--- config.mk ---
export PLATFORM = sky130hd
export DESIGN_NAME = fp16_normalize_round
export DESIGN_NICKNAME = d
export VERILOG_FILES = /design/src/rtl/fp16_pkg.sv /design/src/rtl/fp_round_rne.sv /design/src/rtl/fp16_normalize_round.sv
export SDC_FILE = /design/constraint.sdc
export NUM_CORES = 1
export LEC_CHECK = 0
export ABC_CLOCK_PERIOD_IN_PS = 1800
export BUFFER_PORTS_ARGS = -buffer_cell sky130_fd_sc_hd__clkbuf_2
export CAP_MARGIN = 20
export CELL_PAD_IN_SITES_DETAIL_PLACEMENT = 1
export CELL_PAD_IN_SITES_GLOBAL_PLACEMENT = 1
export CORE_ASPECT_RATIO = 1.75
export CORE_UTILIZATION = 38
export DETAILED_ROUTE_END_ITERATION = 12
export PLACE_DENSITY = 0.75
export SLEW_MARGIN = 0
export SYNTH_ARGS = -nofsm -noshare
export SYNTH_HDL_FRONTEND = slang
export SYNTH_SLANG_ARGS = --single-unit
--- constraint.sdc ---
create_clock -name clk -period 1.8 [get_ports clk]
set_input_delay 0.09 -clock clk [delete_from_list [all_inputs] [get_ports clk]]
set_output_delay 0.09 -clock clk [all_outputs]
set_load 0.01 [all_outputs]
--- src/rtl/fp16_pkg.sv ---
// Shared types and constants for the binary16 adder post-normalisation stage.
package fp16_pkg;
  localparam int FP_EXP_W = 5;
  localparam int FP_MAN_W = 10;
  localparam int BIAS = (1 << (FP_EXP_W - 1)) - 1;
  localparam logic [FP_EXP_W-1:0] EXP_INF = 5'h1F;
  localparam logic [15:0] FP16_PINF = 16'h7C00;
  localparam logic [15:0] FP16_QNAN = 16'h7E00;

  typedef enum logic [2:0] {IDLE, LOAD, NORM, ROUND, DONE} state_t;
endpackage

--- src/rtl/fp_round_rne.sv ---
// Round-to-nearest-even of a normalised significand with guard/round/sticky bits.
module fp_round_rne
  import fp16_pkg::*;
#(
  parameter int EXP_W = FP_EXP_W,
  parameter int MAN_W = FP_MAN_W
) (
  input  logic [MAN_W:0] sig_i,
  input  logic [2:0]     grs_i,
  input  logic [EXP_W:0] exp_i,
  output logic [MAN_W:0] sig_o,
  output logic [EXP_W:0] exp_o,
  output logic           inexact_o
);
  localparam int SIG_W = MAN_W + 1;

  logic             up;
  logic [SIG_W:0]   sum;

  always_comb begin
    up        = grs_i[2] & (grs_i[1] | grs_i[0] | sig_i[0]);
    sum       = {1'b0, sig_i} + {{SIG_W{1'b0}}, up};
    inexact_o = |grs_i;
    // A carry out of the significand renormalises to 1.000.. with the next exponent
    if (sum[SIG_W]) begin
      sig_o = SIG_W'(1) << MAN_W;
      exp_o = exp_i + (EXP_W + 1)'(1);
    end else begin
      sig_o = sum[SIG_W-1:0];
      exp_o = exp_i;
    end
  end
endmodule

--- src/rtl/fp16_normalize_round.sv ---
// fp16 adder back end: normalise the CLA result one bit per cycle, round RNE, pack with flags.
module fp16_normalize_round
  import fp16_pkg::*;
#(
  parameter int EXP_W = FP_EXP_W,
  parameter int MAN_W = FP_MAN_W
) (
  input  logic             clk,
  input  logic             rst_n,
  input  logic             in_valid,
  output logic             in_ready,
  input  logic [MAN_W:0]   sig_sum,
  input  logic             sig_cout,
  input  logic             op_sub,
  input  logic [EXP_W-1:0] exp_in,
  input  logic             sign_in,
  input  logic [2:0]       grs_in,
  input  logic             special_in,
  input  logic [15:0]      special_val,
  output logic             out_valid,
  input  logic             out_ready,
  output logic [15:0]      result,
  output logic             overflow,
  output logic             underflow,
  output logic             inexact
);
  localparam int SIG_W = MAN_W + 1;
  localparam int XW    = EXP_W + 1;
  localparam logic [XW-1:0] EXP_MAX = XW'((1 << EXP_W) - 1);

  state_t            state_q, state_d;
  logic [SIG_W-1:0]  sig_q, sig_d;
  logic [2:0]        grs_q, grs_d;
  logic [XW-1:0]     exp_q, exp_d;
  logic              sign_q, sign_d;
  logic              special_q, special_d;
  logic              zero_q, zero_d;
  logic [15:0]       spec_val_q, spec_val_d;
  logic [15:0]       result_q, result_d;
  logic              overflow_q, overflow_d;
  logic              underflow_q, underflow_d;
  logic              inexact_q, inexact_d;

  logic              accept;
  logic              shift_en;
  logic [SIG_W-1:0]  sig_rnd;
  logic [XW-1:0]     exp_rnd;
  logic              rnd_inexact;

  assign in_ready  = (state_q == IDLE) && rst_n;
  assign accept    = in_valid && in_ready;
  assign out_valid = (state_q == DONE);
  assign result    = result_q;
  assign overflow  = overflow_q;
  assign underflow = underflow_q;
  assign inexact   = inexact_q;

  // Stop at the minimum exponent so the result lands as a subnormal
  assign shift_en = !sig_q[SIG_W-1] && (exp_q > XW'(1)) && (sig_q != '0);

  fp_round_rne #(.EXP_W(EXP_W), .MAN_W(MAN_W)) u_round (
    .sig_i     (sig_q),
    .grs_i     (grs_q),
    .exp_i     (exp_q),
    .sig_o     (sig_rnd),
    .exp_o     (exp_rnd),
    .inexact_o (rnd_inexact)
  );

  always_ff @(posedge clk or negedge rst_n) begin
    if (!rst_n) state_q <= IDLE;
    else        state_q <= state_d;
  end

  // Specials skip normalisation but still pass through ROUND, where they are packed
  always_comb begin
    state_d = state_q;
    case (state_q)
      IDLE:    if (accept) state_d = LOAD;
      LOAD:    state_d = special_q ? ROUND : NORM;
      NORM:    if (!shift_en) state_d = ROUND;
      ROUND:   state_d = DONE;
      DONE:    if (out_ready) state_d = IDLE;
      default: state_d = IDLE;
    endcase
  end

  always_comb begin
    sig_d       = sig_q;
    grs_d       = grs_q;
    exp_d       = exp_q;
    sign_d      = sign_q;
    special_d   = special_q;
    zero_d      = zero_q;
    spec_val_d  = spec_val_q;
    result_d    = result_q;
    overflow_d  = overflow_q;
    underflow_d = underflow_q;
    inexact_d   = inexact_q;
    if (accept) begin
      special_d  = special_in;
      spec_val_d = special_val;
      sign_d     = sign_in;
      exp_d      = {1'b0, exp_in};
      sig_d      = sig_sum;
      grs_d      = grs_in;
      if (!op_sub && sig_cout) begin
        sig_d = {1'b1, sig_sum[SIG_W-1:1]};
        grs_d = {sig_sum[0], grs_in[2], grs_in[1] | grs_in[0]};
        exp_d = {1'b0, exp_in} + XW'(1);
      end else if (op_sub && !sig_cout) begin
        // Borrow means the difference is negative: take magnitude, flip sign
        sig_d  = ~sig_sum + SIG_W'(1);
        sign_d = ~sign_in;
        grs_d  = '0;
      end
      zero_d = (sig_d == '0) && (grs_d == '0);
    end else if (state_q == NORM && shift_en) begin
      sig_d = {sig_q[SIG_W-2:0], grs_q[2]};
      grs_d = {grs_q[1], 1'b0, grs_q[0]};
      exp_d = exp_q - XW'(1);
    end else if (state_q == ROUND) begin
      overflow_d  = 1'b0;
      underflow_d = 1'b0;
      inexact_d   = 1'b0;
      if (special_q) begin
        result_d = spec_val_q;
      end else if (zero_q) begin
        result_d = 16'h0000;
      end else if (exp_rnd >= EXP_MAX) begin
        result_d   = {sign_q, EXP_INF, {MAN_W{1'b0}}};
        overflow_d = 1'b1;
        inexact_d  = 1'b1;
      end else begin
        result_d    = {sign_q, sig_rnd[SIG_W-1] ? exp_rnd[EXP_W-1:0] : {EXP_W{1'b0}},
                       sig_rnd[MAN_W-1:0]};
        inexact_d   = rnd_inexact;
        underflow_d = !sig_rnd[SIG_W-1] && rnd_inexact;
      end
    end
  end

  always_ff @(posedge clk or negedge rst_n) begin
    if (!rst_n) begin
      sig_q       <= '0;
      grs_q       <= '0;
      exp_q       <= '0;
      sign_q      <= 1'b0;
      special_q   <= 1'b0;
      zero_q      <= 1'b0;
      spec_val_q  <= '0;
      result_q    <= '0;
      overflow_q  <= 1'b0;
      underflow_q <= 1'b0;
      inexact_q   <= 1'b0;
    end else begin
      sig_q       <= sig_d;
      grs_q       <= grs_d;
      exp_q       <= exp_d;
      sign_q      <= sign_d;
      special_q   <= special_d;
      zero_q      <= zero_d;
      spec_val_q  <= spec_val_d;
      result_q    <= result_d;
      overflow_q  <= overflow_d;
      underflow_q <= underflow_d;
      inexact_q   <= inexact_d;
    end
  end
endmodule
-- After elaboration in Yosys (flattened, before gate mapping)
Cells that the tools add are included.
- bits in registers: 61
- logic and storage cells: 91
- output and inout bits: 21
- bits of input ports: 43
- eq/ne operators: 7
- multiplexer cells: 35
- add/sub/neg operators: 5
- $lt $le $gt $ge: 2
- bitwise operators: 8
- reduce and logical (&&, ||, !) cells: 21
- operators by type and width (operator ; number):
    $mux 11 ; 6
    $mux 16 ; 2
    $mux 3 ; 8
    $mux 6 ; 4
    $mux 15 ; 1
    $pmux 3 s5 ; 1
    $add 11x1->12 ; 1
    $mux 1 ; 12
    $add 11x1->11 const B ; 1
    $logic_not 11->1 ; 1
    $not 11->11 ; 1
    $reduce_bool 11->1 ; 1
    $logic_and 1x1->1 ; 9
    $add 5x1->6 const B ; 1
    $add 6x1->6 const B ; 1
    $eq 3x2->1 const B ; 2
    $ge 6x5->1 const B ; 1
    $gt 6x1->1 const B ; 1
    $logic_not 3->1 ; 2
    $reduce_and 3->1 ; 2
    $sub 6x1->6 const B ; 1
    $mux 5 ; 1
    $logic_not 1->1 ; 4
    $ne 2x2->1 const B ; 2
    other kinds (8) ; 12

-- Logic depth before layout (Yosys ltp)
Gate-level depths: netlist (run 1).
- word-level depth: 10
- gate-level depth with buffers: 11
- depth with buffers taken out: 8

-- By module
A second synthesis (run 1) with hierarchy kept.
- cell total of the unflattened synthesis: 444
- area, all modules: 3756.1 µm²
- by module, submodules not included (module ; instances ; cells each ; seq. area each (µm²) ; area each (µm²)):
    fp16_normalize_round ; 1 ; 390 ; 1526.5 ; 3384.5
    fp_round_rne ; 1 ; 54 ; 0.0 ; 371.6

-- Least setup slack after synthesis (run 1)
OpenSTA, ideal clock, no wires.
- kind: flip-flop to flip-flop
- start: reg exp_q[0]
- end: reg sig_q[2]
- buffers on the path: 3
- slack: -0.194 ns
- period minus slack after synthesis: 1.994 ns
- arrival: 1.868 ns
- library setup time: 0.126 ns
- required time: 1.674 ns
- stages on the path, launching flop included: 11
- path through: dfrtp_1 -> clkbuf_1 -> inv_1 -> ha_1 -> nor2_1 -> o31ai_1 -> a31oi_1 -> buf_4 -> nor2_4 -> buf_4 -> a221o_1
- longest elaborated chain between the ends: 5
- RTL lines (what ; line ; source):
    from (decl) ; fp16_normalize_round.sv:34 ; logic [XW-1:0] exp_q, exp_d;
    from (signal assigned) ; fp16_normalize_round.sv:159 ; exp_q <= exp_d;
    $gt 6x1->1 ; fp16_normalize_round.sv:59 ; assign shift_en = !sig_q[SIG_W-1] && (exp_q > XW'(1)) && (sig_q != '0);
    $logic_and 1x1->1 (2 in a row) ; fp16_normalize_round.sv:59 ;
    $logic_and 1x1->1 ; fp16_normalize_round.sv:118 ; end else if (state_q == NORM && shift_en) begin
    $reduce_bool 2->1 (no source line) ; -- ;
    to (signal assigned) ; fp16_normalize_round.sv:157 ; sig_q <= sig_d;
    to (decl) ; fp16_normalize_round.sv:32 ; logic [SIG_W-1:0] sig_q, sig_d;
No other way between the ends.
A chain may end at the register's enable or synchronous reset.

-- Final worst setup path (run 1)
- start: reg grs_q[2]
- end: reg result_q[11], in the netlist result[11]
- longest elaborated chain between the ends: 7
- elaborated cells between the ends (all ways): 9
- those cells by class: 1 x add/sub; 1 x order compare; 6 x mux; 1 x bitwise
- RTL lines (what ; line ; source):
    from (decl) ; fp16_normalize_round.sv:33 ; logic [2:0] grs_q, grs_d;
    from (signal assigned) ; fp16_normalize_round.sv:158 ; grs_q <= grs_d;
    $and 1x1->1 * ; fp_round_rne.sv:21 ; up = grs_i[2] & (grs_i[1] | grs_i[0] | sig_i[0]);
    $add 11x1->12 * ; fp_round_rne.sv:22 ; sum = {1'b0, sig_i} + {{SIG_W{1'b0}}, up};
    $mux 6 / $mux 11 (equally long branches) ; fp_round_rne.sv:25 ; if (sum[SIG_W]) begin
    $ge 6x5->1 / $mux 5 (equally long branches) ; fp16_normalize_round.sv:130, fp16_normalize_round.sv:135 ;
    $mux 15 * ; fp16_normalize_round.sv:130 ; end else if (exp_rnd >= EXP_MAX) begin
    $mux 16 * ; fp16_normalize_round.sv:128 ; end else if (zero_q) begin
    $mux 16 * ; fp16_normalize_round.sv:126 ; if (special_q) begin
    to (signal assigned) ; fp16_normalize_round.sv:164 ; result_q <= result_d;
    to (decl) ; fp16_normalize_round.sv:39 ; logic [15:0] result_q, result_d;
Mark *: on every way between the ends. The rest lies on a longest branch, timed or not.

==> flow_summary.yaml, run 1 <==
timing:
  max_freq_mhz: 458
  fin_worst_skew_ns: 0.00728
  setup_viol: 39
  slew_headroom: 0.400
  report.final.slew_viol_count: 0
  rsz0062_at_grt: "true"
  hold_viol: 0
  layout_setup_ws_ns: -0.385
  worst_slew_pin_slew_ns: 0.892
  period_share: 1.21
  finalCriticalPeriod_ns: 2.18
critical_path:
  cp_common_cell: "nand2_1"
  start_kind: "register"
  cp_num_buf_inv: 1
  crit_required_ns: 2.01
  critPathMaxFanout: 4
  path_class: "reg -> reg"
  cp_top_family: "simple AND/OR/NAND/NOR gates"
  crit_arrival_ns: 2.39
  cp_slowest_stage_delay_ns: 0.47
  end_kind: "register"
  path_cells: "and2_1, ha_1, nand2_1, nor3_1, mux2i_1, buf_4, nor2_2, a221oi_1, nand2_1"
  slowest_stage: "dfrtp_1"
yosys:
  netlist_top_cells_area: "dfrtp_1 (40%), nand2_1 (8.7%), a21oi_1 (3.8%), nor2_1 (3.5%), xnor2_1 (3.0%)"
  synth_cell_type_count: 60
  syn_inst: 444
  synth.top_cell.area_share: 0.400
  synth_edf_count: 0
  yosysWarningCount: 0
  synth.most_common_cell: "nand2_1"
  synthesis.area_um2: 3820
  yosysTopAreaCell: "dfrtp_1"
  syn_nets: 493
  synth_top_cells_by_count: "nand2_1 (89), dfrtp_1 (61), nor2_1 (36)"
  ys_seq_area_frac: 0.400
  ys_ff_latch: 61
  synth_ff_type: "dfrtp_1"
  postSynth.asyncResetShare: 1.00
  avgSynthCellArea_um2: 8.60
cts:
  clock-sinks: 61
  clock_path_buffers: 2
  numCtsBuffers: 9
  cts.htree.levels: 3
  cts_root_buffer: "clkbuf_16"
  clk_latency_ns: 0.35
  clkTransAtPathRegs_ns: 0.06
  tritoncts: "yes"
power:
  net-switching-power_mw: 4.04
  irDropWorstVdd_mv: 0.876
  sequentialPowerShare: 0.276
  leakage_nw: 2.74
  switching_share: 0.426
  internal-power_mw: 5.45
  finalPower_mw: 9.49
  p_per_area_nw_per_um2: 1640
  clockPowerShare: 0.177
  p_comb_frac: 0.547
placement:
  portBuffers: 63
  hpwl_um: 8960
  place_inst: 667
  routabilityCongestion: 0.870
cells_and_area:
  instances_no_fill: 731
  diodes: 0
  syn_to_final_growth_pct: 52.0
  layout-drive-gt1-share: 0.396
  final_nets: 651
routing:
  post_drt_wl_per_cell_um: 22.0
  firstDrtPassIters: 8
  wirelength_um: 16100
  drc_errors: 1
  drt_iter0_markers: 165
  antenna_left: 0
  num_vias: 4128
  via_per_inst: 5.65
grt:
  grt_pass1_vias: 4326
  antenna_found_initial: 0
  grtUsageTotal: 0.271
  grt_first_pass_wirelength_um: 21600
  grt_max_degree: 62
  overflow: 0
die:
  rows: 48
  boundaryPins: 64
  start_util: 0.390
  die_w_um: 77.8
  die_y_um: 135
  core-area_um2: 9790
  dieArea_um2: 10500
job:
  maxCapViolations: 0
worst_hold_path:
  hold_path.class: "in -> reg"
status:
  outcome: "finished with violations"
  failed_checks: "design-rule violations, negative setup slack"
## final timing paths
path	slack, ns	start	depth (start not counted)	endpoint
min in group asynchronous	0.52	rst_n	3	result[7]
worst min register to register	0.48	spec_val_q[2]	2	spec_val_q[2]
max in group asynchronous	0.70	rst_n	3	exp_q[1]
worst max register to register	-0.38	grs_q[2]	9	result[11]
worst min-delay path	0.03	out_ready	3	state_q[2]
worst max-delay path	-0.38	grs_q[2]	9	result[11]
## state kept, by name, summed over array words and instances (netlist names)
| signal | count |
|---|---|
| zero_q | 1 |
| exp_q | 6 |
| overflow | 1 |
| sign_q | 1 |
| state_q | 3 |
| special_q | 1 |
| sig_q | 11 |
| underflow | 1 |
| inexact | 1 |
| result | 16 |
| grs_q | 3 |
| spec_val_q | 16 |
## worst min-delay path, delay by kind of cell
family	cells	cell delay [ns]
buf+inv	2	0.12
compound gates	1	0.12
## cells by family after synthesis
kind of cell,Yosys count,share of synthesized area
simple gates,195,0.260
compound gates,103,0.181
flops,61,0.400
buf+inv,43,0.0518
xor+xnor,27,0.0639
mux,9,0.0236
fa+ha+maj,6,0.0197
## cell type report
type,instances,area [um^2]
Tap cell,125,156
Clock inverter,1,5.00
Fill cell,1117,3990
Clock buffer,14,274
Inverter,10,42.5
Sequential cell,61,1530
Multi-Input combinational cell,342,2450
Timing Repair Buffer,178,1350
## timing repair
action / 4_1_cts / 5_1_grt
setup endpoints to repair: 39 / 51
cloned: 1 / 3
gates resized for setup: 32 / 43
hold buffers: 18 / 0
setup buffers: 10 / 18
pin swaps: 10 / 30
endpoints found under the hold margin: 19 / 0
## per-layer routing
metal | up-vias | track usage | share of wire
met3 | 65 | 0.0500 | 0.034
met2 | 132 | 0.518 | 0.56
li1 | 1882 | - | -
met5 | - | 0 | 0
met1 | 2049 | 0.266 | 0.35
met4 | 0 | 0.159 | 0.062
## per-stage QoR
stage                     area [um^2]  hold slack (ns)   util  worst slack (ns)  TNS (ns)
after floorplan                  3870           -0.206      -          -0.00732  -0.00732
after global placement           4680            0.282  0.478            -0.201     -3.65
after detailed placement         4680            0.288  0.478            -0.359     -7.55
after CTS                        5370           0.0425  0.548            -0.142     -2.60
after global routing             5800           0.0513  0.593            -0.455    -13.15
final                            5800           0.0333  0.593            -0.385    -10.94
## power groups by stage
stage / Combinational [mW] / Sequential (mW) / Clock [mW]
2_1_floorplan: 2.10 / 2.47 / 0
3_3_place_gp: 3.44 / 2.48 / 0
3_5_place_dp: 3.61 / 2.50 / 0
4_1_cts: 4.06 / 2.55 / 1.65
5_1_grt: 5.49 / 2.65 / 1.73
6_report: 5.20 / 2.62 / 1.68
## placed cells by master (no fill, tap or decap), drive strengths merged, types with 2 or more instances in the layout
cell / count
a221o: 4
xnor2: 14
inv: 10
nor4b: 4
a31oi: 6
buf: 94
nand3: 9
a221oi: 6
o21ai: 23
nor3b: 4
xor2: 13
nor3: 9
and2: 3
dfrtp: 61
ha: 6
and3: 15
a21o: 3
nand4: 8
nor4: 5
nand2b: 5
dlygate4sd3: 18
o31ai: 9
a22oi: 7
a21oi: 29
o22ai: 7
nand2: 89
mux2i: 9
o211ai: 2
clkbuf: 80
nor2: 39
Power figures use the tool's default switching activity.
==> inputs of run 2 (changes only) <==
- REMOVE_ABC_BUFFERS: not set -> 1
==> run 2 against run 1 <==
Effect of this change:
- the run ends with negative setup slack left
- clock skew shrank 0.0028 ns
- global-route usage up 0.75 points
- via count up 0.99%
- combinational power is 4.2% lower
- register-to-register slack improved by 0.05 ns
- sequential share of layout area increased by 0.45 points
- sequential power about the same
- critical path type unchanged
==> flow_summary.yaml, run 2 (synthesis gave the netlist of run 1 again) <==
status:
  outcome: "finished with violations"
  failed_checks: "negative setup slack"
placement:
  hpwl_um: 9160
  post_dp_cell_area_um2: 4670
  portBuffers: 63
  place_inst: 671
  routabilityCongestion: 0.892
power:
  clockPowerShare: 0.187
  finalPower_mw: 9.31
  p_per_area_nw_per_um2: 1640
  sequentialPowerShare: 0.278
  net-switching-power_mw: 3.98
  switching_share: 0.427
  p_comb_frac: 0.535
  internal-power_mw: 5.33
  leakage_nw: 2.70
  irDropWorstVdd_mv: 0.731
cts:
  clkTransAtPathRegs_ns: 0.05
  cts_root_buffer: "clkbuf_16"
  clock_path_buffers: 2
  tritoncts: "yes"
  clk_latency_ns: 0.34
  cts.htree.levels: 3
  numCtsBuffers: 9
  clock-sinks: 61
grt:
  antenna_found_initial: 0
  overflow: 0
  grtUsageTotal: 0.279
  grt_first_pass_wirelength_um: 22100
  grt_pass1_vias: 4314
  grt_max_degree: 62
die:
  die_w_um: 77.8
  core-area_um2: 9790
  dieArea_um2: 10500
  die_y_um: 135
  start_util: 0.390
  boundaryPins: 64
  rows: 48
timing:
  fin_worst_skew_ns: 0.00447
  rsz0062_at_grt: "true"
  report.final.slew_viol_count: 0
  worst_slew_pin_slew_ns: 0.822
  slew_headroom: 0.452
  period_share: 1.19
  setup_viol: 38
  hold_viol: 0
  layout_setup_ws_ns: -0.336
  holdWs_ns: 0.0158
  max_freq_mhz: 468
  finalCriticalPeriod_ns: 2.14
critical_path:
  critPathMaxFanout: 5
  start_kind: "register"
  crit_required_ns: 2.05
  worstReg2RegEnd: "exp_q[4]"
  ff2ff_path_depth: 6
  timing.rr.start: "state_q[1]"
  end_kind: "register"
  path_class: "reg -> reg"
  crit_arrival_ns: 2.38
  r2r_setup_slack_ns: -0.34
cells_and_area:
  stdcell_area_um2: 5690
  instances_no_fill: 728
  final_nets: 647
  layout-drive-gt1-share: 0.390
  diodes: 0
  syn_to_final_growth_pct: 49.0
  final_cell_mix: "nand2_1 (87), buf_4 (84), clkbuf_2 (63), dfrtp_1 (60), nor2_1 (33)"
  final_core_util: 0.581
  final_common_cell: "nand2_1"
routing:
  firstDrtPassIters: 5
  drt_iter0_markers: 232
  wirelength_um: 15900
  drc_errors: 0
  post_drt_wl_per_cell_um: 21.9
  num_vias: 4169
  antenna_left: 0
  via_per_inst: 5.73
job:
  maxCapViolations: 0
worst_hold_path:
  hold_path.class: "in -> async"
## run 2: routing by layer
metal  share of wire  up-vias  track usage
li1                -     1873            -
met1            0.35     2082        0.284
met2            0.55      156        0.517
met3           0.032       58       0.0304
met4           0.064        0        0.203
met5               0        -            0
## run 2: worst max-delay path by stage
stage          startpoint  endpoint  slack, ns  cells past startpoint
3_3_place_gp   state_q[2]  exp_q[5]      -0.23                      7
6_report       state_q[1]  exp_q[4]      -0.34                      6
2_1_floorplan    exp_q[0]  exp_q[4]      -0.92                      8
3_5_place_dp     exp_q[0]  exp_q[5]      -0.27                      9
5_1_grt        state_q[1]  exp_q[4]      -0.40                      6
4_1_cts          sig_q[7]  overflow      -0.16                      7
## run 2: repair_timing
item                                   in CTS  in global routing
hold buffers                               18                  0
buffers inserted                           12                  9
cloned                                      2                  0
pin swaps                                  27                 14
resized for setup                          41                 36
setup endpoints to repair                  38                 56
endpoints found under the hold margin      18                  0
## run 2: layout make-up
type | instances | area, um^2
tap | 125 | 156
sequential | 61 | 1530
inverter | 10 | 37.5
multi-input combinational | 342 | 2440
fill | 1143 | 4100
timing repair buffer | 174 | 1240
clock buffer | 11 | 243
clock inverter | 5 | 50.0
## run 2: power groups by stage
stage               Combinational (mW)  Clock, mW  Sequential [mW]
floorplan                         1.61          0             2.64
global placement                  3.49          0             2.44
detailed placement                3.66          0             2.48
CTS                               4.26       1.73             2.48
global route                      5.28       1.79             2.63
finish                            4.98       1.74             2.59
## run 2: metrics by stage
stage	TNS, ns	setup slack (ns)
after CTS	-3.61	-0.162
after detailed placement	-6.81	-0.275
after global routing	-10.94	-0.399
after global placement	-4.98	-0.228
after floorplan	-17.76	-0.920
final	-8.31	-0.336
## run 2: critical path, cell delays in order (launching register included)
cell     delay [ns]
dfrtp_1        0.48
nor4b_2        0.38
o31ai_4        0.17
a31oi_4        0.26
nand2_2        0.11
or4_1          0.42
a31oi_1        0.21
